**src/rtl/blk_addr_composer.sv**
```systemverilog
// rtl/blk_addr_composer.sv - rebuilds block addresses from tag/index/offset and issues a critical-word-first wrap burst
module blk_addr_composer #(
   parameter int ADDR_WID   = 32,
   parameter int INDEX_MSB  = 9,
   parameter int INDEX_LSB  = 2,
   parameter int OFFSET_MSB = 1,
   parameter int OFFSET_LSB = 0,
   parameter int TAG_MSB    = 31,
   parameter int TAG_LSB    = 10
) (
   input  logic                         clk,
   input  logic                         rst,
   input  logic                         req_valid,
   output logic                         req_ready,
   input  logic                         req_rd,
   input  logic                         req_wr,
   input  logic [TAG_MSB:TAG_LSB]       req_tag,
   input  logic [INDEX_MSB:INDEX_LSB]   req_index,
   input  logic [OFFSET_MSB:OFFSET_LSB] req_offset,
   output logic                         bus_valid,
   input  logic                         bus_ready,
   output logic                         bus_rd,
   output logic                         bus_wr,
   output logic [ADDR_WID-1:0]          bus_addr,
   output logic                         bus_last,
   output logic [OFFSET_MSB:OFFSET_LSB] beat_offset,
   output logic                         done
);

   localparam int OW = OFFSET_MSB - OFFSET_LSB + 1;
   // Beats remaining after the first one: NBEATS-1 is all ones in OW bits.
   localparam logic [OW-1:0] REM_INIT = '1;
   localparam logic [OW-1:0] ONE      = OW'(1);

   typedef enum logic [1:0] {
      S_IDLE  = 2'd0,
      S_ISSUE = 2'd1,
      S_DONE  = 2'd2
   } state_t;

   state_t                     state_q, state_d;
   logic [TAG_MSB:TAG_LSB]     tag_q, tag_d;
   logic [INDEX_MSB:INDEX_LSB] index_q, index_d;
   logic [OW-1:0]              beat_q, beat_d;
   logic [OW-1:0]              rem_q, rem_d;
   logic                       rd_q, rd_d;
   logic                       wr_q, wr_d;

   // State and latched request fields; reset also clears the latched fields.
   always_ff @(posedge clk) begin
      if (rst) begin
         state_q <= S_IDLE;
         tag_q   <= '0;
         index_q <= '0;
         beat_q  <= '0;
         rem_q   <= '0;
         rd_q    <= 1'b0;
         wr_q    <= 1'b0;
      end else begin
         state_q <= state_d;
         tag_q   <= tag_d;
         index_q <= index_d;
         beat_q  <= beat_d;
         rem_q   <= rem_d;
         rd_q    <= rd_d;
         wr_q    <= wr_d;
      end
   end

   // Next state: accept only a single-command request, then walk the wrap order one beat per handshake.
   always_comb begin
      state_d = state_q;
      tag_d   = tag_q;
      index_d = index_q;
      beat_d  = beat_q;
      rem_d   = rem_q;
      rd_d    = rd_q;
      wr_d    = wr_q;
      case (state_q)
         S_IDLE: begin
            if (req_valid && (req_rd ^ req_wr)) begin
               state_d = S_ISSUE;
               tag_d   = req_tag;
               index_d = req_index;
               beat_d  = req_offset;
               rem_d   = REM_INIT;
               rd_d    = req_rd;
               wr_d    = req_wr;
            end
         end
         S_ISSUE: begin
            if (bus_ready) begin
               if (rem_q == '0) begin
                  state_d = S_DONE;
               end else begin
                  beat_d = beat_q + ONE;
                  rem_d  = rem_q - ONE;
               end
            end
         end
         S_DONE: begin
            state_d = S_IDLE;
         end
         default: begin
            state_d = S_IDLE;
         end
      endcase
   end

   // Outputs: everything on the bus side is zero outside ISSUE, so stale fields never leak.
   always_comb begin
      req_ready   = (state_q == S_IDLE);
      done        = (state_q == S_DONE);
      bus_valid   = 1'b0;
      bus_rd      = 1'b0;
      bus_wr      = 1'b0;
      bus_last    = 1'b0;
      bus_addr    = '0;
      beat_offset = '0;
      if (state_q == S_ISSUE) begin
         bus_valid                       = 1'b1;
         bus_rd                          = rd_q;
         bus_wr                          = wr_q;
         bus_last                        = (rem_q == '0);
         beat_offset                     = beat_q;
         bus_addr[TAG_MSB:TAG_LSB]       = tag_q;
         bus_addr[INDEX_MSB:INDEX_LSB]   = index_q;
         bus_addr[OFFSET_MSB:OFFSET_LSB] = beat_q;
      end
   end

endmodule

```
**config.mk**
```make
export PLATFORM = sky130hd
export DESIGN_NAME = blk_addr_composer
export DESIGN_NICKNAME = d
export VERILOG_FILES = /design/src/rtl/blk_addr_composer.sv
export SDC_FILE = /design/constraint.sdc
export NUM_CORES = 1
export LEC_CHECK = 0
export CAP_MARGIN = 10
export CORE_ASPECT_RATIO = 1.25
export CORE_UTILIZATION = 42
export CTS_BUF_LIST = sky130_fd_sc_hd__clkbuf_16
export CTS_CLUSTER_DIAMETER = 40
export DETAILED_ROUTE_END_ITERATION = 8
export PLACE_DENSITY_LB_ADDON = 0.2
export SETUP_SLACK_MARGIN = 0.15
export SLEW_MARGIN = 10
export SYNTH_ARGS = -nofsm -noshare
export SYNTH_HDL_FRONTEND = slang
export SYNTH_SLANG_ARGS = --single-unit
```
**constraint.sdc**
```tcl
create_clock -name clk -period 1.9 [get_ports clk]
set_input_delay 0.19 -clock clk [delete_from_list [all_inputs] [get_ports clk]]
set_output_delay 0.19 -clock clk [all_outputs]
set_load 0.005 [all_outputs]
```
==> run_results.csv, run 1 <==
group,metric,value,unit
grt,first_global_vias,1726,
worst_setup_path,critPathMaxStageDelay,0.50,ns
die,initial_core_util,44.2,%
logic_synthesis,seq_area_frac_synth,41.6,%
hold_path,min_path_type,"register to register",
sta,finalSetupViolations,0,
power_and_ir_drop,clkPwrFrac,36.4,%
hold_path,holdPathStages,2,
final_layout,instances_no_fill,364,
power_and_ir_drop,p_int,1.56,mW
clock_tree,htreeDepth,2,
clock_tree,root_buffer,"clkbuf_16",
sta,period_share,94.7,%
run,maxCapViolCount,0,
power_and_ir_drop,swShare,25.4,%
placement,globalplace.congestion,0.769,
hold_path,min_from,"tag_q[10]$_SDFFE_PP0P_",
power_and_ir_drop,irDropWorstVdd,0.533,mV
placement,placed_area,0.00266,mm²
placement,placedCellCount,345,
sta,worstMarginPinSlew,0.264,ns
placement,port_buffers,77,
hold_path,whs_endpoint,"tag_q[10]$_SDFFE_PP0P_",
sta,fin_crit,1.80,ns
detailed_routing,drt-pass1-iter-count,4,
status,status,"finished clean",
die,die_h,75.8,µm
power_and_ir_drop,p_leak,1.39,nW
detailed_routing,wl_per_cell,14.2,µm
power_and_ir_drop,cellPowerDensity,707,mW/mm²
power_and_ir_drop,power.switching,0.528,mW
worst_setup_path,critical_path_buf_inv_count,2,
worst_setup_path,cpLargestDelayFamily,"buffers and inverters",
sta,setup_ws,0.101,ns
logic_synthesis,ys_types,33,
grt,antenna_found_initial,0,
logic_synthesis,synthCells,223,
worst_setup_path,path_max_fanout,16,
clock_tree,clk_latency,0.27,ns
logic_synthesis,synth-seq-cells,38,
logic_synthesis,ys_top_cells_by_area,"dfxtp_1, and2_1, a21oi_1",
clock_tree,cts_buffers,5,
sta,hold_violations,0,
clock_tree,clkSinkCount,38,
die,die_w,61.0,µm
power_and_ir_drop,seqPwrFrac,42.0,%
worst_setup_path,worstPathRequired,1.71,ns
sta,holdWs,0.469,ns
worst_setup_path,crit-reg2reg-launch,"state_q[1]$_SDFFE_PP0P_",
detailed_routing,routed_wirelength,5170,µm
logic_synthesis,synthFlopType,"dfxtp_1",
power_and_ir_drop,finalPower,2.08,mW
sta,relSlewSlack,82.4,%
logic_synthesis,synth_edf_count,0,
logic_synthesis,avgSynthCellArea,8.20,µm²
grt,track_usage,23.4,%
detailed_routing,route.detailed.drc,0,
logic_synthesis,syn_nets,262,
logic_synthesis,yosys_warnings,0,
worst_setup_path,crit_chain,"nor2b_4 > buf_8 > and2_1 > clkdlybuf4s50_1",
grt,grt_start_max_net_pins,35,
sta,fmax,0.556,GHz
die,boundaryPins,78,
sta,slew_violations,0,
detailed_routing,drt_iter0_markers,100,
detailed_routing,postRouteAntennaNets,0,
grt,grt_pass1_wl,8000,µm
grt,overflow,0,
logic_synthesis,async_flop_share,0,%
worst_setup_path,reg2regPathDepth,5,
die,row_count,26,
logic_synthesis,yosys.area.top_type,"dfxtp_1",
final_layout,drive_gt1_share,12.7,%
clock_tree,clockBufferDepth,2,
die,die_area,0.00462,mm²
logic_synthesis,synth_area,0.00183,mm²
final_layout,area_growth,61.3,%
sta,fin_skew,0.00138,ns
worst_setup_path,critPathKind,"register to output pin",
worst_setup_path,cp_slowest_cell,"clkdlybuf4s50_1",
die,core_area,0.00413,mm²
detailed_routing,viasPerCell,5.28,
worst_setup_path,cp-start-kind,"register",
sta,fin_setup_tns,0,ns
final_layout,nets,347,
detailed_routing,routed-via-count,1923,
worst_setup_path,reg2reg_to,"tag_q[17]$_SDFFE_PP0P_",
placement,dpl.hpwl,3240,µm
final_layout,diodes,0,
final_layout,finish.utilization,71.4,%
worst_setup_path,crit_path_end_kind,"output pin",
power_and_ir_drop,comb_power_share,21.6,%
clock_tree,cts_tree,"built",
final_layout,post-route-cell-area,0.00295,mm²
placement,preCtsSetupSlack,0.236,ns
worst_setup_path,worst-r2r-setup-slack,0.38,ns
worst_setup_path,arrival,1.61,ns
sta,rsz0062_at_grt,"yes",
logic_synthesis,netlist.area_leader.share,41.6,%
clock_tree,path_clk_slew,0.05,ns
flip-flops by register name (all words and copies together) (netlist names):
register and count:
tag_q 22, beat_q 2, wr_q 1, rem_q 2, index_q 8, rd_q 1
state_q 2
cell usage in the layout (no fill, tap or decap), types with 2 or more instances in the layout:
cell type        count
dlymetal6s2s_1      14
dlygate4sd2_1        6
inv_1                5
clkbuf_16            5
o21ai_1             15
nand2_1              4
buf_6                4
nand3_1             32
clkdlybuf4s50_1     55
nor2_1               3
buf_12               3
dfxtp_1             36
and2_1              35
clkbuf_2             2
buf_4               16
a21oi_1             34
o21ai_0             17
synthesized netlist by cell type (all sizes together), types with 2 or more instances:
library cell	n
a21oi	34
clkbuf	9
o21ai	32
and2	35
nand2	4
xor2	2
nor2	3
nor2b	2
buf	14
dfxtp	38
nand3	32
inv	3
worst max-delay path by stage:
stage	from	cells past startpoint	slack (ns)	end
after global routing	state_q[1]$_SDFFE_PP0P_	4	0.03	bus_addr[7]
after CTS	state_q[1]$_SDFFE_PP0P_	5	0.07	bus_addr[11]
after floorplan	state_q[0]$_SDFFE_PP0P_	5	0.46	bus_addr[0]
final	state_q[1]$_SDFFE_PP0P_	4	0.10	bus_addr[7]
after detailed placement	req_rd	5	0.24	rem_q[1]$_SDFFE_PP0P_
after global placement	state_q[1]$_SDFFE_PP0P_	4	0.28	bus_last
what timing repair did:
item | 4_1_cts | 5_1_grt
resized for setup | 20 | 19
hold buffers | 0 | 0
setup buffers | 6 | 3
endpoints found under the setup margin | 38 | 32
gates cloned | 3 | 0
power by group through the flow:
stage	sequential [mW]	combinational [mW]	clock, mW
CTS	0.874	0.441	0.768
global placement	0.890	0.393	0
global route	0.880	0.487	0.801
finish	0.875	0.450	0.759
floorplan	0.886	0.217	0
detailed placement	0.892	0.399	0
worst register-to-register path: cells and delay by family (launching register included):
| family | cells | cell delay [ns] |
|---|---|---|
| DFF | 1 | 0.35 |
| and+or+nand+nor | 1 | 0.40 |
| AOI/OAI and AO/OA | 2 | 0.28 |
| buffers and inverters | 2 | 0.37 |
kinds of logic after synthesis:
logic type | count (synthesis) | synth area share [%]
buffers and inverters | 26 | 7.67
and+or+nand+nor | 81 | 25.7
xor gates and xnor gates | 3 | 2.26
muxes | 1 | 0.548
AOI/OAI and AO/OA | 73 | 21.6
DFF | 38 | 41.6
adders and majority gates | 1 | 0.684
layer usage:
metal  part of all wire (%)  vias up  track usage [%]
li1                       -      939                -
met1                     43      911             27.7
met2                     51       66             40.3
met3                    4.9        7             5.26
met4                    1.5        0             9.85
met5                      0        -                0
final cells by class:
cell class	count	area (µm²)
inverters	3	11.3
multi-input cells	159	941
clock buffers	5	125
repair buffers	101	1030
well taps	56	70.1
fillers	352	1180
clock inverters	2	7.51
flip-flops and latches	38	766
(Power assumes the default switching activity.)
==> inputs of run 2 (changes only) <==
--- a/config.mk
+++ b/config.mk
@@ -7,6 +7,7 @@
 export LEC_CHECK = 0
 export CAP_MARGIN = 10
 export CORE_ASPECT_RATIO = 1.25
+export CORE_MARGIN = 3
 export CORE_UTILIZATION = 42
 export CTS_BUF_LIST = sky130_fd_sc_hd__clkbuf_16
 export CTS_CLUSTER_DIAMETER = 40
==> run_results.csv, run 2 (synthesis gave the netlist of run 1 again) <==
group,metric,value,unit
status,status,"finished clean",
power_and_ir_drop,power.switching,0.505,mW
placement,dpl.hpwl,3320,µm
clock_tree,cts_buffers,5,
worst_setup_path,reg2reg_to,"tag_q[21]$_SDFFE_PP0P_",
sta,fin_crit,1.84,ns
worst_setup_path,reg2regPathDepth,5,
sta,fin_skew,0.00132,ns
clock_tree,path_clk_slew,0.05,ns
worst_setup_path,path_max_fanout,27,
power_and_ir_drop,cellPowerDensity,692,mW/mm²
hold_path,min_from,"tag_q[13]$_SDFFE_PP0P_",
sta,period_share,96.8,%
sta,rsz0062_at_grt,"yes",
worst_setup_path,crit-reg2reg-launch,"state_q[0]$_SDFFE_PP0P_",
hold_path,holdPathStages,2,
sta,relSlewSlack,69.1,%
grt,grt_start_max_net_pins,28,
detailed_routing,postRouteAntennaNets,0,
sta,hold_violations,0,
worst_setup_path,worstPathRequired,1.71,ns
grt,overflow,0,
final_layout,nets,340,
clock_tree,clockBufferDepth,2,
power_and_ir_drop,clkPwrFrac,36.7,%
clock_tree,root_buffer,"clkbuf_16",
sta,fmax,0.544,GHz
die,die_h,79.8,µm
final_layout,final_cell_mix,"clkdlybuf4s50_1, dfxtp_1, dlymetal6s2s_1",
die,boundaryPins,78,
power_and_ir_drop,irDropWorstVdd,0.436,mV
clock_tree,cts_hold_buf,0,
detailed_routing,route.detailed.drc,0,
power_and_ir_drop,p_leak,1.71,nW
detailed_routing,routed_wirelength,5050,µm
placement,placed_area,0.00266,mm²
worst_setup_path,critical_path_buf_inv_count,2,
detailed_routing,drt-pass1-iter-count,4,
worst_setup_path,critPathKind,"register to output pin",
die,die_area,0.00518,mm²
worst_setup_path,cp-start-kind,"register",
clock_tree,clk_latency,0.27,ns
power_and_ir_drop,swShare,24.9,%
sta,worstMarginPinSlew,0.461,ns
die,initial_core_util,44.2,%
clock_tree,clkSinkCount,38,
hold_path,min_path_type,"register to register",
power_and_ir_drop,finalPower,2.03,mW
detailed_routing,drt_iter0_markers,170,
die,die_w,65.0,µm
sta,slew_violations,0,
power_and_ir_drop,comb_power_share,20.1,%
power_and_ir_drop,p_int,1.52,mW
worst_setup_path,worst-r2r-setup-slack,0.43,ns
grt,antenna_found_initial,0,
power_and_ir_drop,seqPwrFrac,43.2,%
final_layout,area_growth,60.4,%
clock_tree,cts_tree,"built",
detailed_routing,routed-via-count,1846,
grt,first_global_vias,1747,
sta,finalSetupViolations,0,
final_layout,reg_top3,"tag_q (22), index_q (8)",
worst_setup_path,crit_chain,"nor2b_4 > buf_12 > and2_4 > clkdlybuf4s50_1",
worst_setup_path,critPathMaxStageDelay,0.49,ns
worst_setup_path,crit_path_end_kind,"output pin",
placement,port_buffers,77,
worst_setup_path,cp_slowest_cell,"clkdlybuf4s50_1",
worst_setup_path,cpLargestDelayFamily,"buffers and inverters",
final_layout,top_register,"tag_q",
final_layout,largest_reg_flops,22,
final_layout,fillers,335,
hold_path,whs_endpoint,"tag_q[13]$_SDFFE_PP0P_",
grt,track_usage,19.2,%
detailed_routing,wl_per_cell,14.2,µm
worst_setup_path,arrival,1.65,ns
placement,globalplace.congestion,0.801,
die,row_count,26,
final_layout,finish.utilization,71.0,%
final_layout,diodes,0,
detailed_routing,viasPerCell,5.19,
final_layout,final_common_cell,"clkdlybuf4s50_1",
grt,grt_pass1_wl,7940,µm
clock_tree,htreeDepth,2,
die,core_area,0.00413,mm²
final_layout,drive_gt1_share,10.3,%
final_layout,post-route-cell-area,0.00293,mm²
run,maxCapViolCount,0,
run 2: cell count changes in the layout (fill, tap and decap cells not counted), moves of 2 or more:
| cell | previous run | this run |
|---|---|---|
| inv_1 | 5 | 3 |
| dlygate4sd2_1 | 6 | 0 |
| buf_12 | 3 | 1 |
| buf_4 | 16 | 13 |
| clkbuf_2 | 2 | 0 |
| dlymetal6s2s_1 | 14 | 36 |
| clkdlybuf4s50_1 | 55 | 41 |
run 2: power groups by stage:
stage / combinational (mW) / sequential (mW) / clock (mW)
3_5_place_dp: 0.396 / 0.893 / 0
3_3_place_gp: 0.392 / 0.890 / 0
4_1_cts: 0.399 / 0.877 / 0.754
5_1_grt: 0.452 / 0.883 / 0.778
2_1_floorplan: 0.217 / 0.886 / 0
6_report: 0.409 / 0.876 / 0.744
run 2: how the worst max path moves through the flow:
stage | from | endpoint | slack [ns] | cells after the start
finish | state_q[0]$_SDFFE_PP0P_ | bus_addr[0] | 0.06 | 4
global route | state_q[0]$_SDFFE_PP0P_ | bus_addr[0] | -0.005 | 4
CTS | state_q[1]$_SDFFE_PP0P_ | bus_addr[0] | 0.07 | 4
detailed placement | req_valid | tag_q[21]$_SDFFE_PP0P_ | 0.23 | 5
global placement | req_valid | beat_q[0]$_SDFFE_PP0P_ | 0.25 | 5
floorplan | state_q[0]$_SDFFE_PP0P_ | bus_addr[0] | 0.46 | 5
run 2: area by class of cell:
class,count,area [µm²],share of cell area (%)
clock buffers,5,125,4.27
clock inverters,1,3.75,0.128
inverters,3,11.3,0.384
multi-input cells,159,943,32.2
flip-flops and latches,38,766,26.1
well taps,56,70.1,2.39
repair buffers,94,1010,34.5
run 2: repair_timing:
action	4_1_cts	5_1_grt
gates cloned	0	1
resized for setup	2	43
endpoints found under the setup margin	38	37
buffers inserted	0	3
run 2: layer usage:
layer  vias up  global-route usage (%)  routed length (µm)
li1        925                       -                   -
met1       858                    22.7                2180
met2        56                    33.2                2520
met3         7                    4.79                 299
met4         0                    6.98                  58
met5         -                       0                   0
run 2: stage by stage:
step	setup TNS [ns]	setup slack, ns	hold WS (ns)	std cells
floorplan	0	0.457	0.336	223
global placement	0	0.253	0.455	346
detailed placement	0	0.231	0.463	346
CTS	0	0.0655	0.469	352
global route	-0.00467	-0.00467	0.492	356
finish	0	0.0616	0.469	356
run 2: worst reg2reg max path, stage by stage, from the launching register on:
cell and delay, ns:
dfxtp_2 0.32, buf_4 0.15, or3b_1 0.36, buf_4 0.22
o21ai_0 0.19, a21oi_1 0.09
